## src/rtl/vga_pkg.sv

```systemverilog
// Shared VGA timing constants, colour width and packed RGB type for the
// vga_sync_ctrl timing generator and its axis counters.
package vga_pkg;

  localparam int COLOR_W = 4;

  // 640x480@60 default geometry, per axis: visible, front porch, sync, back porch
  localparam int H_VIS_DEF  = 640;
  localparam int H_FP_DEF   = 16;
  localparam int H_SYNC_DEF = 96;
  localparam int H_BP_DEF   = 48;
  localparam int V_VIS_DEF  = 480;
  localparam int V_FP_DEF   = 10;
  localparam int V_SYNC_DEF = 2;
  localparam int V_BP_DEF   = 33;

  localparam int H_TOT = H_VIS_DEF + H_FP_DEF + H_SYNC_DEF + H_BP_DEF;
  localparam int V_TOT = V_VIS_DEF + V_FP_DEF + V_SYNC_DEF + V_BP_DEF;

  typedef struct packed {
    logic [COLOR_W-1:0] r;
    logic [COLOR_W-1:0] g;
    logic [COLOR_W-1:0] b;
  } rgb12_t;

endpackage

```

## src/rtl/vga_axis_cnt.sv

```systemverilog
// One VGA axis: wrapping counter with increment enable, wrap flag and
// visible/sync region decode of both the current and the next count.
module vga_axis_cnt #(
  parameter int W    = 10,
  parameter int VIS  = 640,
  parameter int FP   = 16,
  parameter int SYNC = 96,
  parameter int BP   = 48
) (
  input  logic         clk,
  input  logic         rst,
  input  logic         inc_i,
  output logic         wrap_o,
  output logic         vis_o,
  output logic         sync_o,
  output logic [W-1:0] cnt_nx_o,
  output logic         vis_nx_o
);

  localparam logic [W-1:0] LAST    = W'(VIS + FP + SYNC + BP - 1);
  localparam logic [W-1:0] VIS_END = W'(VIS);
  localparam logic [W-1:0] SYNC_LO = W'(VIS + FP);
  localparam logic [W-1:0] SYNC_HI = W'(VIS + FP + SYNC);

  logic [W-1:0] cnt_q, cnt_d;

  always_comb begin
    cnt_d  = cnt_q;
    wrap_o = 1'b0;
    if (inc_i) begin
      if (cnt_q == LAST) begin
        cnt_d  = '0;
        wrap_o = 1'b1;
      end else begin
        cnt_d = cnt_q + W'(1);
      end
    end
  end

  always_ff @(posedge clk) begin
    if (rst) cnt_q <= '0;
    else     cnt_q <= cnt_d;
  end

  assign vis_o    = (cnt_q < VIS_END);
  assign sync_o   = (cnt_q >= SYNC_LO) && (cnt_q < SYNC_HI);
  assign cnt_nx_o = cnt_d;
  assign vis_nx_o = (cnt_d < VIS_END);

endmodule

```

## src/rtl/vga_sync_ctrl.sv

```systemverilog
// 640x480@60 VGA timing generator with a one-pixel registered colour stage.
// Optional macro VGA_BORDER_TEST_EN forces 4'hF on the visible frame edge.
module vga_sync_ctrl
  import vga_pkg::*;
#(
  parameter int CLK_DIV = 4,
  parameter int H_VIS   = H_VIS_DEF,
  parameter int H_FP    = H_FP_DEF,
  parameter int H_SYNC  = H_SYNC_DEF,
  parameter int H_BP    = H_BP_DEF,
  parameter int V_VIS   = V_VIS_DEF,
  parameter int V_FP    = V_FP_DEF,
  parameter int V_SYNC  = V_SYNC_DEF,
  parameter int V_BP    = V_BP_DEF
) (
  input  logic               clk,
  input  logic               rst,
  input  logic [COLOR_W-1:0] Red_in,
  input  logic [COLOR_W-1:0] Green_in,
  input  logic [COLOR_W-1:0] Blue_in,
  output logic [9:0]         Hcnt,
  output logic [8:0]         Vcnt,
  output logic               frame_tick,
  output logic               hs,
  output logic               vs,
  output logic               rdn,
  output logic [COLOR_W-1:0] Red,
  output logic [COLOR_W-1:0] Green,
  output logic [COLOR_W-1:0] Blue
);

  localparam int H_SUM = H_VIS + H_FP + H_SYNC + H_BP;
  localparam int V_SUM = V_VIS + V_FP + V_SYNC + V_BP;
  localparam logic [3:0] DIV_LAST = 4'(CLK_DIV - 1);
  localparam logic [9:0] V_VIS_L  = 10'(V_VIS);

  if (CLK_DIV < 2 || CLK_DIV > 15) begin : g_bad_div
    $error("vga_sync_ctrl: CLK_DIV must be in 2..15");
  end
  if (H_SUM > 1023 || V_SUM > 1023) begin : g_bad_tot
    $error("vga_sync_ctrl: axis totals must fit 10 bits");
  end
  if (H_VIS > 1023 || V_VIS > 512) begin : g_bad_vis
    $error("vga_sync_ctrl: visible area exceeds Hcnt/Vcnt width");
  end

  logic [3:0] div_q, div_d;
  logic       pix_ce;

  logic       h_wrap, h_vis, h_sync, h_vis_nx;
  logic       v_wrap_unused, v_vis, v_sync, v_vis_nx;
  logic [9:0] h_nx, v_nx;

  logic [9:0] hcnt_q, hcnt_d;
  logic [8:0] vcnt_q, vcnt_d;
  logic       tick_q, tick_d;
  logic       hs_q, vs_q, rdn_q;
  logic       pix_vis;
  rgb12_t     rgb_q, rgb_d;

  assign pix_ce = (div_q == DIV_LAST);
  assign div_d  = pix_ce ? 4'd0 : div_q + 4'd1;

  vga_axis_cnt #(
    .W(10), .VIS(H_VIS), .FP(H_FP), .SYNC(H_SYNC), .BP(H_BP)
  ) u_h (
    .clk(clk), .rst(rst), .inc_i(pix_ce),
    .wrap_o(h_wrap), .vis_o(h_vis), .sync_o(h_sync),
    .cnt_nx_o(h_nx), .vis_nx_o(h_vis_nx)
  );

  vga_axis_cnt #(
    .W(10), .VIS(V_VIS), .FP(V_FP), .SYNC(V_SYNC), .BP(V_BP)
  ) u_v (
    .clk(clk), .rst(rst), .inc_i(h_wrap),
    .wrap_o(v_wrap_unused), .vis_o(v_vis), .sync_o(v_sync),
    .cnt_nx_o(v_nx), .vis_nx_o(v_vis_nx)
  );

  // Coordinates follow the counter; sync/colour describe the pixel just left.
  always_comb begin
    hcnt_d  = h_vis_nx ? h_nx : 10'd0;
    vcnt_d  = v_vis_nx ? v_nx[8:0] : 9'd0;
    tick_d  = pix_ce && h_wrap && (v_nx == V_VIS_L);
    pix_vis = h_vis && v_vis;
    rgb_d   = pix_vis ? {Red_in, Green_in, Blue_in} : '0;
`ifdef VGA_BORDER_TEST_EN
    // hcnt_q/vcnt_q still hold the coordinate of the pixel being sampled
    if (pix_vis && (hcnt_q == 10'd0 || hcnt_q == 10'(H_VIS - 1) ||
                    vcnt_q == 9'd0  || vcnt_q == 9'(V_VIS - 1))) begin
      rgb_d = '1;
    end
`endif
  end

  always_ff @(posedge clk) begin
    if (rst) begin
      div_q  <= '0;
      hcnt_q <= '0;
      vcnt_q <= '0;
      tick_q <= 1'b0;
      hs_q   <= 1'b1;
      vs_q   <= 1'b1;
      rdn_q  <= 1'b1;
      rgb_q  <= '0;
    end else begin
      div_q  <= div_d;
      tick_q <= tick_d;
      if (pix_ce) begin
        hcnt_q <= hcnt_d;
        vcnt_q <= vcnt_d;
        hs_q   <= ~h_sync;
        vs_q   <= ~v_sync;
        rdn_q  <= ~pix_vis;
        rgb_q  <= rgb_d;
      end
    end
  end

  assign Hcnt       = hcnt_q;
  assign Vcnt       = vcnt_q;
  assign frame_tick = tick_q;
  assign hs         = hs_q;
  assign vs         = vs_q;
  assign rdn        = rdn_q;
  assign Red        = rgb_q.r;
  assign Green      = rgb_q.g;
  assign Blue       = rgb_q.b;

endmodule

```

## config.mk

```make
export PLATFORM = sky130hd
export DESIGN_NAME = vga_sync_ctrl
export DESIGN_NICKNAME = d
export VERILOG_FILES = /design/src/rtl/vga_pkg.sv /design/src/rtl/vga_axis_cnt.sv /design/src/rtl/vga_sync_ctrl.sv
export SDC_FILE = /design/constraint.sdc
export NUM_CORES = 1
export LEC_CHECK = 0
export BUFFER_PORTS_ARGS = -buffer_cell sky130_fd_sc_hd__clkbuf_2
export CORE_AREA = 2 2 71 86
export CTS_CLUSTER_SIZE = 30
export DETAILED_ROUTE_END_ITERATION = 8
export DIE_AREA = 0 0 73 88
export PLACE_DENSITY = 0.65
export SLEW_MARGIN = 10
export SYNTH_ARGS = -nofsm -noshare
export SYNTH_HDL_FRONTEND = slang
export SYNTH_SLANG_ARGS = --single-unit
```

## constraint.sdc

```tcl
create_clock -name clk -period 3.1 [get_ports clk]
set_clock_uncertainty 0.15 [all_clocks]
set_input_delay 0.31 -clock clk [delete_from_list [all_inputs] [get_ports clk]]
set_output_delay 0.31 -clock clk [all_outputs]
set_load 0.03 [all_outputs]
```

Word level (Yosys, flattened, before mapping)
Index checks and enable logic that the tools add are counted.
{"block": "word_totals", "elab_cells": 45, "ff_bits": 59, "output_inout_bits": 35}
{"block": "classes", "n_reduce_logical": 6, "n_bitwise": 3, "eq_ne": 4, "mux": 9, "magnitude_cmp": 8, "addsub": 3}
{"op": "10-bit 2-to-1 mux", "count": 5}
{"op": "10-bit < comparator, second input constant", "count": 3}
{"op": "10-bit by 9-bit < comparator with 1-bit output, second input constant", "count": 3}
{"op": "10-bit by 1-bit adder with 10-bit output, second input constant", "count": 2}
{"op": "10-bit equality test, second input constant", "count": 2}
{"op": "12-bit 2-to-1 mux", "count": 1}
{"op": "10-bit by 9-bit equality test with 1-bit output, second input constant", "count": 1}
{"op": "10-bit >= comparator, second input constant", "count": 1}
{"op": "10-bit by 9-bit >= comparator with 1-bit output, second input constant", "count": 1}
{"op": "9-bit 2-to-1 mux", "count": 1}
{"op": "1-bit logical AND", "count": 5}
{"op": "4-bit by 1-bit adder with 4-bit output, second input constant", "count": 1}
{"op": "4-bit by 2-bit equality test with 1-bit output, second input constant", "count": 1}
{"op": "1-bit NOT", "count": 3}
{"op": "1-bit 2-to-1 mux", "count": 2}
{"op": "2-bit OR reduction", "count": 1}

Logic depth before layout (Yosys ltp)
Gate-level depths: netlist of the first run.
{"block": "depth", "ltp_word": 6, "depth_mapped": 8, "mapped_depth_nobuf": 8}

Cells and area by module
Synthesis of the first run repeated with hierarchy kept, for this count alone.
{"block": "hier_totals", "cells_unflattened": 309, "area_unflattened_um2": 2994.1}
{"module": "vga_sync_ctrl", "area_per_inst_um2": 1810.5, "cells_per_inst": 172, "n_inst": 1}
{"module": "vga_axis_cnt at u_h", "area_per_inst_um2": 603.1, "cells_per_inst": 71, "n_inst": 1}
{"module": "vga_axis_cnt at u_v", "area_per_inst_um2": 580.6, "cells_per_inst": 66, "n_inst": 1}

Least setup slack after synthesis of the first run
No wires, ideal clock.
{"block": "synth_timing", "kind": "reg2reg", "start": "register div_q[0]", "end": "register vcnt_q[8] (netlist: Vcnt[8])", "arrival_ns": 2.123, "path_stages_with_launch": 9, "path_buffers": 1, "setup_time_ns": 0.132, "setup_slack_ns": 0.695, "path_cell_list": "dfxtp_1 > ha_1 > or3b_4 > nor4_4 > buf_6 > nand4_4 > or3_1 > mux2i_1 > o21ai_1"}
{"block": "synth_between", "elab_chain_cells": 5}
{"element": "start, declared", "line": "vga_sync_ctrl.sv:47", "text": "logic [3:0] div_q, div_d;"}
{"element": "start signal, assigned", "line": "vga_sync_ctrl.sv:107", "text": "div_q <= div_d;"}
{"element": "4-bit by 2-bit equality test with 1-bit output (*)", "line": "vga_sync_ctrl.sv:61", "text": "assign pix_ce = (div_q == DIV_LAST);"}
{"element": "1-bit 2-to-1 mux", "line": "vga_axis_cnt.sv:30", "text": "if (inc_i) begin"}
{"element": "10-bit 2-to-1 mux", "line": "vga_axis_cnt.sv:30"}
{"element": "10-bit by 9-bit < comparator with 1-bit output", "line": "vga_axis_cnt.sv:48", "text": "assign vis_nx_o = (cnt_d < VIS_END);"}
{"element": "9-bit 2-to-1 mux", "line": "vga_sync_ctrl.sv:83", "text": "vcnt_d = v_vis_nx ? v_nx[8:0] : 9'd0;"}
{"element": "end signal, assigned", "line": "vga_sync_ctrl.sv:111", "text": "vcnt_q <= vcnt_d;"}
{"element": "end, declared", "line": "vga_sync_ctrl.sv:55", "text": "logic [8:0] vcnt_q, vcnt_d;"}
Every way passes the cells marked *; elsewhere a longest branch is shown, timed or not.
A chain may end at the register's enable or synchronous reset.

Worst setup path after layout of the first run
{"block": "layout_timing", "start": "register div_q[0]", "end": "register vcnt_q[6] (netlist: Vcnt[6])"}
The elaborated chain is that of the path after synthesis.

==> impl_metrics.tcl, run 1 <==
set metrics [dict create \
    crit_path_end_kind "flip-flop" \
    ys_ff_latch 59 \
    cts-hold-fix-buffers 0 \
    wl_um 5643 \
    multi_input_area_sq_um 1230 \
    fmax_mhz 368.9 \
    cts_buffers 9 \
    swShare 0.2144 \
    die_h_um 88 \
    p_int_mw 1.362 \
    place_inst 372 \
    ctsRootBufferMaster "clkbuf_8" \
    peakVddDrop_uv 291.8 \
    cts_resized 0 \
    p_leak_nw 1.249 \
    avgViaCountPerCell 5.508 \
    async_reset_ff_frac 0 \
    max_slew_margin 0.5777 \
    drt_iter0_markers 162 \
    cts_setup_buffers 0 \
    dp_hpwl_um 4103 \
    synthXorXnorAreaFrac 0.03879 \
    grt_max_degree 22 \
    fin_crit_sh 0.8745 \
    whs_ns 0.02622 \
    start_util 0.4441 \
    synth_edf_count 0 \
    coreArea_sq_um 5593 \
    grt_use_total 0.1891 \
    avgSynthCellArea_sq_um 9.408 \
    cts_sinks 59 \
    num_vias 2137 \
    fin_crit_ns 2.711 \
    seq_area_sq_um 1181 \
    required_ns 3.21 \
    p_per_area_nw_per_um2 568.7 \
    max_stage_delay_ns 0.48 \
    crit_slowest_cell "or3b_4" \
    path_clk_slew_ns 0.07 \
    synth_compound_gate_area_share 0.1783 \
    ant_nets 0 \
    tns_ns 0 \
    drc 0 \
    syn-num-nets 283 \
    start_kind "flip-flop" \
    rsz0062_at_grt "no" \
    yosys_warnings 0 \
    syn_inst 264 \
    grt_pass1_vias 2026 \
    dr.pass1.iters 4 \
    synth_area_sq_um 2484 \
    grt_antenna_before_repair 0 \
    synth-seq-area-share 0.4756 \
    synth-simple-area-share 0.2479 \
    synth_fa_ha_area_frac 0.02519 \
    die-area_sq_um 6424 \
    drv_slew 0 \
    power_mw 1.733 \
    layout_commonest_cell "dfxtp_1" \
    cp_top_family "compound AO/OA/AOI/OAI gates" \
    worstHoldPathType "in -> reg" \
    synth_mux_area_frac 0.004030 \
    die_x_um 73 \
    antenna_cells 0 \
    overflow 0 \
    h-tree-depth 3 \
    seqPwrFrac 0.453 \
    switchingPower_uw 371.7 \
    critPathBufInv 1 \
    syn2layout_area_growth_pct 22.72 \
    synth.distinct_cells 45 \
    grt_pass1_wl_um 9259 \
    drive_gt1_frac 0.2469 \
    stdcell_count 388 \
    setup_viol 0 \
    path_cells "ha_1, or3b_4, nor4_4, buf_4, o21ai_0, a21oi_1, o211ai_1, o21ai_0" \
    cap_violations 0 \
    outcome "complete, no violations" \
    cts_tree "yes" \
    clockBufferDepth 2 \
    port_buffers 48 \
    hold_viol 0 \
    path_max_fanout 13 \
    place_congestion 0.8684 \
    clkPwrFrac 0.491 \
    crit_top_cell "o21ai_0" \
    worst_pin_slew_ns 0.6306 \
    final_nets 338 \
    routedWlPerCell_um 14.54 \
    critical_path_arrival_ns 2.82 \
    io_pins 49 \
    synth_flop_cell "dfxtp_1" \
    synth_top_family_by_area "simple AND/OR/NAND/NOR gates" \
    fin_util 0.5450 \
    clk-insertion-delay-late_ns 0.34 \
    fillerInstances 543 \
    std_cell_rows 30 \
    final_cell_mix "dfxtp_1, clkbuf_2, nor2_1" \
    combPwrFrac 0.056 \
    crit_type "reg -> reg" \
]
[cells in the mapped netlist, types with 4 or more instances]
library cell | instances | area share
nor4_1 | 4 | 0.010
a21oi_1 | 13 | 0.026
nand3_1 | 8 | 0.016
a22o_1 | 13 | 0.046
nor3_1 | 5 | 0.010
nand2b_1 | 4 | 0.010
xor2_1 | 6 | 0.021
xnor2_1 | 5 | 0.018
clkbuf_1 | 7 | 0.011
o31a_1 | 4 | 0.014
nor2_1 | 32 | 0.048
dfxtp_1 | 59 | 0.48
o21ai_0 | 16 | 0.032
inv_1 | 6 | 0.0091
nor2b_1 | 4 | 0.010
ha_1 | 5 | 0.025
nand2_1 | 22 | 0.033
a32o_1 | 7 | 0.028
nand4_1 | 4 | 0.010
[final cells by class]
class,instances,share of cell area
clock buffers,11,0.04639
well taps,64,0.02627
multi-input cells,188,0.4035
inverters,6,0.007389
repair buffers,55,0.09606
flip-flops and latches,59,0.3875
clock inverters,5,0.03284
[sequential cells by signal, summed over array words and instances, names as in the netlist]
| register | flops |
|---|---|
| Red | 4 |
| Vcnt | 9 |
| Hcnt | 10 |
| Green | 4 |
| vs | 1 |
| Blue | 4 |
| u_h.cnt_q | 10 |
| hs | 1 |
| div_q | 4 |
| u_v.cnt_q | 10 |
| rdn | 1 |
| frame_tick | 1 |
[worst register-to-register path, cell delays in order (launching register included)]
cell and delay, ns:
dfxtp_1 0.35, ha_1 0.22, or3b_4 0.48, nor4_4 0.32, buf_4 0.21, o21ai_0 0.09
a21oi_1 0.24, o211ai_1 0.32, o21ai_0 0.26
[cells by family after synthesis]
family,after synthesis
compound gates,64
xor+xnor,11
fa+ha+maj,5
buf+inv,17
flops,59
mux,1
simple gates,107
[layer usage]
layer  share of wire  global-route usage  wire length, um
met5               0                   0                0
met4           0.023             0.09596              128
met3           0.046             0.05178              261
met2            0.50              0.3268             2841
met1            0.43              0.2105             2412
[path summary, 6_finish.rpt]
kind | cells past startpoint | to | slack, ns | startpoint
min | 2 | Blue[1]$_SDFFE_PP0N_ | 0.03 | Blue_in[1]
min reg2reg | 1 | div_q[0]$_SDFF_PP0_ | 0.30 | div_q[0]$_SDFF_PP0_
max reg2reg | 8 | Vcnt[6]$_SDFFE_PP0N_ | 0.39 | div_q[0]$_SDFF_PP0_
max | 8 | Vcnt[6]$_SDFFE_PP0N_ | 0.39 | div_q[0]$_SDFF_PP0_
[through the flow]
step	setup slack [ns]	area [sq um]
finish	0.3892	3048
global route	0.1468	3048
CTS	0.3385	3048
detailed placement	0.3713	2806
global placement	0.4208	2806
floorplan	0.6955	2484
[power by group through the flow]
stage	combinational [mW]	clock, mW	sequential [mW]
floorplan	0.0436	0	0.821
global placement	0.0975	0	0.802
detailed placement	0.0984	0	0.802
CTS	0.0991	0.873	0.785
global route	0.106	0.902	0.787
finish	0.0971	0.851	0.785
(Power assumes the default switching activity.)
==> inputs of run 2 (changes only) <==
==> constraint.sdc (replaced) <==
create_clock -name clk -period 3.1 [get_ports clk]
set_clock_uncertainty 0.15 [all_clocks]
set_input_delay 0.62 -clock clk [delete_from_list [all_inputs] [get_ports clk]]
set_output_delay 0.62 -clock clk [all_outputs]
set_load 0.03 [all_outputs]
==> run 2 against run 1 <==
  * Sequential cell count is the same
  * Sequential share of layout area about the same
  * Final cell count grew 0.52%
  * Worst hold slack gained 0.27 ns
  * Cell area hardly changed
  * Critical path depth stayed put
  * Global-route usage shrank 0.21 points
  * Non-clock buffer count increased by 2
  * First-iteration DRC count shrank 26%
  * Clock-buffer cell count grew 1
  * Sequential power is essentially flat
  * Routed wire length fell by 1.3%
==> impl_metrics.tcl, run 2 (synthesis results as in run 1) <==
set metrics [dict create \
    ant_nets 0 \
    drive_gt1_frac 0.2515 \
    fin_crit_ns 2.777 \
    grt_antenna_before_repair 0 \
    r2r_slack_ns 0.32 \
    layout_commonest_cell "dfxtp_1" \
    cts-hold-fix-buffers 0 \
    outcome "complete, no violations" \
    final_cell_mix "dfxtp_1, clkbuf_2, nor2_1" \
    die_h_um 88 \
    power_mw 1.677 \
    fillerInstances 529 \
    fin_crit_sh 0.8959 \
    place_congestion 0.8483 \
    grt_pass1_vias 1983 \
    die_x_um 73 \
    setup_viol 0 \
    p_leak_nw 1.248 \
    drt_iter0_markers 120 \
    hold_viol 0 \
    grt_use_total 0.1870 \
    cts_buffers 9 \
    grt_pass1_wl_um 9177 \
    grt_max_degree 18 \
    num_vias 2163 \
    rsz0062_at_grt "no" \
    critical_path_arrival_ns 2.88 \
    cts_sinks 59 \
    cts_setup_buffers 0 \
    dpl_cell_area_sq_um 2821 \
    drc 0 \
    worst_r2r_path_depth 8 \
    dr.pass1.iters 4 \
    cts_tree "yes" \
    peakVddDrop_uv 286.6 \
    avgViaCountPerCell 5.546 \
    drv_slew 0 \
    hold_path_startpoint "div_q[0]$_SDFF_PP0_" \
    clockBufferDepth 2 \
    fmax_mhz 360.1 \
    wl_um 5571 \
    antenna_cells 0 \
    overflow 0 \
    routedWlPerCell_um 14.28 \
    clk-insertion-delay-late_ns 0.34 \
    coreArea_sq_um 5593 \
    worst_pin_slew_ns 0.6464 \
    path_max_fanout 8 \
    worstHoldPathType "reg -> reg" \
    ctsRootBufferMaster "clkbuf_8" \
    die-area_sq_um 6424 \
    hold_end "div_q[0]$_SDFF_PP0_" \
    r2r_end "Vcnt[2]$_SDFFE_PP0N_" \
    path_clk_slew_ns 0.06 \
    max_slew_margin 0.5672 \
    cap_violations 0 \
    crit_path_end_kind "flip-flop" \
    start_kind "flip-flop" \
    tns_ns 0 \
    dp_hpwl_um 4143 \
    p_per_area_nw_per_um2 549.8 \
    crit_type "reg -> reg" \
    final_cell_area_sq_um 3049 \
    port_buffers 48 \
    io_pins 49 \
    std_cell_rows 30 \
    h-tree-depth 3 \
    syn2layout_area_growth_pct 22.77 \
    final_nets 340 \
    min_path_cells 1 \
    cts_resized 0 \
    r2r-start "div_q[0]$_SDFF_PP0_" \
    required_ns 3.21 \
    start_util 0.4441 \
]
-- run 2: cell count changes in the layout (fill, tap and decap cells not counted) --
cell	delta
buf_4	+2
bufinv_16	-1
clkbuf_8	+1
clkinv_2	-1
clkinvlp_4	+1
-- run 2: layout make-up --
type | count | area (sq um) | share of cell area
Sequential cell | 59 | 1181 | 0.3874
Multi-Input combinational cell | 188 | 1230 | 0.4034
Timing Repair Buffer | 57 | 307.8 | 0.1009
Tap cell | 64 | 80.08 | 0.02626
Clock inverter | 4 | 72.57 | 0.02380
Clock buffer | 12 | 155.1 | 0.05088
Inverter | 6 | 22.52 | 0.007386
-- run 2: worst max path at each step --
stage	start	endpoint	cells after the start
3_5_place_dp	div_q[0]$_SDFF_PP0_	Vcnt[4]$_SDFFE_PP0N_	8
5_1_grt	div_q[0]$_SDFF_PP0_	Vcnt[1]$_SDFFE_PP0N_	8
2_1_floorplan	div_q[0]$_SDFF_PP0_	Vcnt[8]$_SDFFE_PP0N_	8
6_report	div_q[0]$_SDFF_PP0_	Vcnt[2]$_SDFFE_PP0N_	8
3_3_place_gp	div_q[0]$_SDFF_PP0_	Vcnt[1]$_SDFFE_PP0N_	8
4_1_cts	div_q[0]$_SDFF_PP0_	Vcnt[3]$_SDFFE_PP0N_	8
-- run 2: power by group --
group	internal (mW)	switching, mW	leakage, nW
logic	0.0369	0.0630	0.659
registers	0.774	0.0107	0.476
clock network	0.495	0.296	0.113
total	1.31	0.370	1.25
-- run 2: through the flow --
step                cells  worst slack (ns)    util  hold WS, ns
global route          390           0.07866  0.5452       0.3271
floorplan             264            0.6955       -       0.2679
detailed placement    374            0.3306  0.5045       0.2934
finish                390            0.3228  0.5452       0.3012
global placement      374            0.3672  0.5045       0.2801
CTS                   390            0.3022  0.5452       0.3035
-- run 2: layer usage --
layer	wire length, um	share of wire	GRT usage	up-vias
li1	-	-	-	1080
met1	2453	0.44	0.2200	1016
met2	2765	0.50	0.3129	51
met3	206	0.037	0.04028	16
met4	146	0.026	0.1044	0
met5	0	0	0	-
-- run 2: critical path, stage by stage (launching register included) --
cell and delay, ns:
dfxtp_1 0.35, ha_1 0.20, or3b_4 0.41, nor4_4 0.40, buf_4 0.23, o21ai_0 0.09
a21oi_1 0.26, o211ai_1 0.33, o21ai_0 0.26
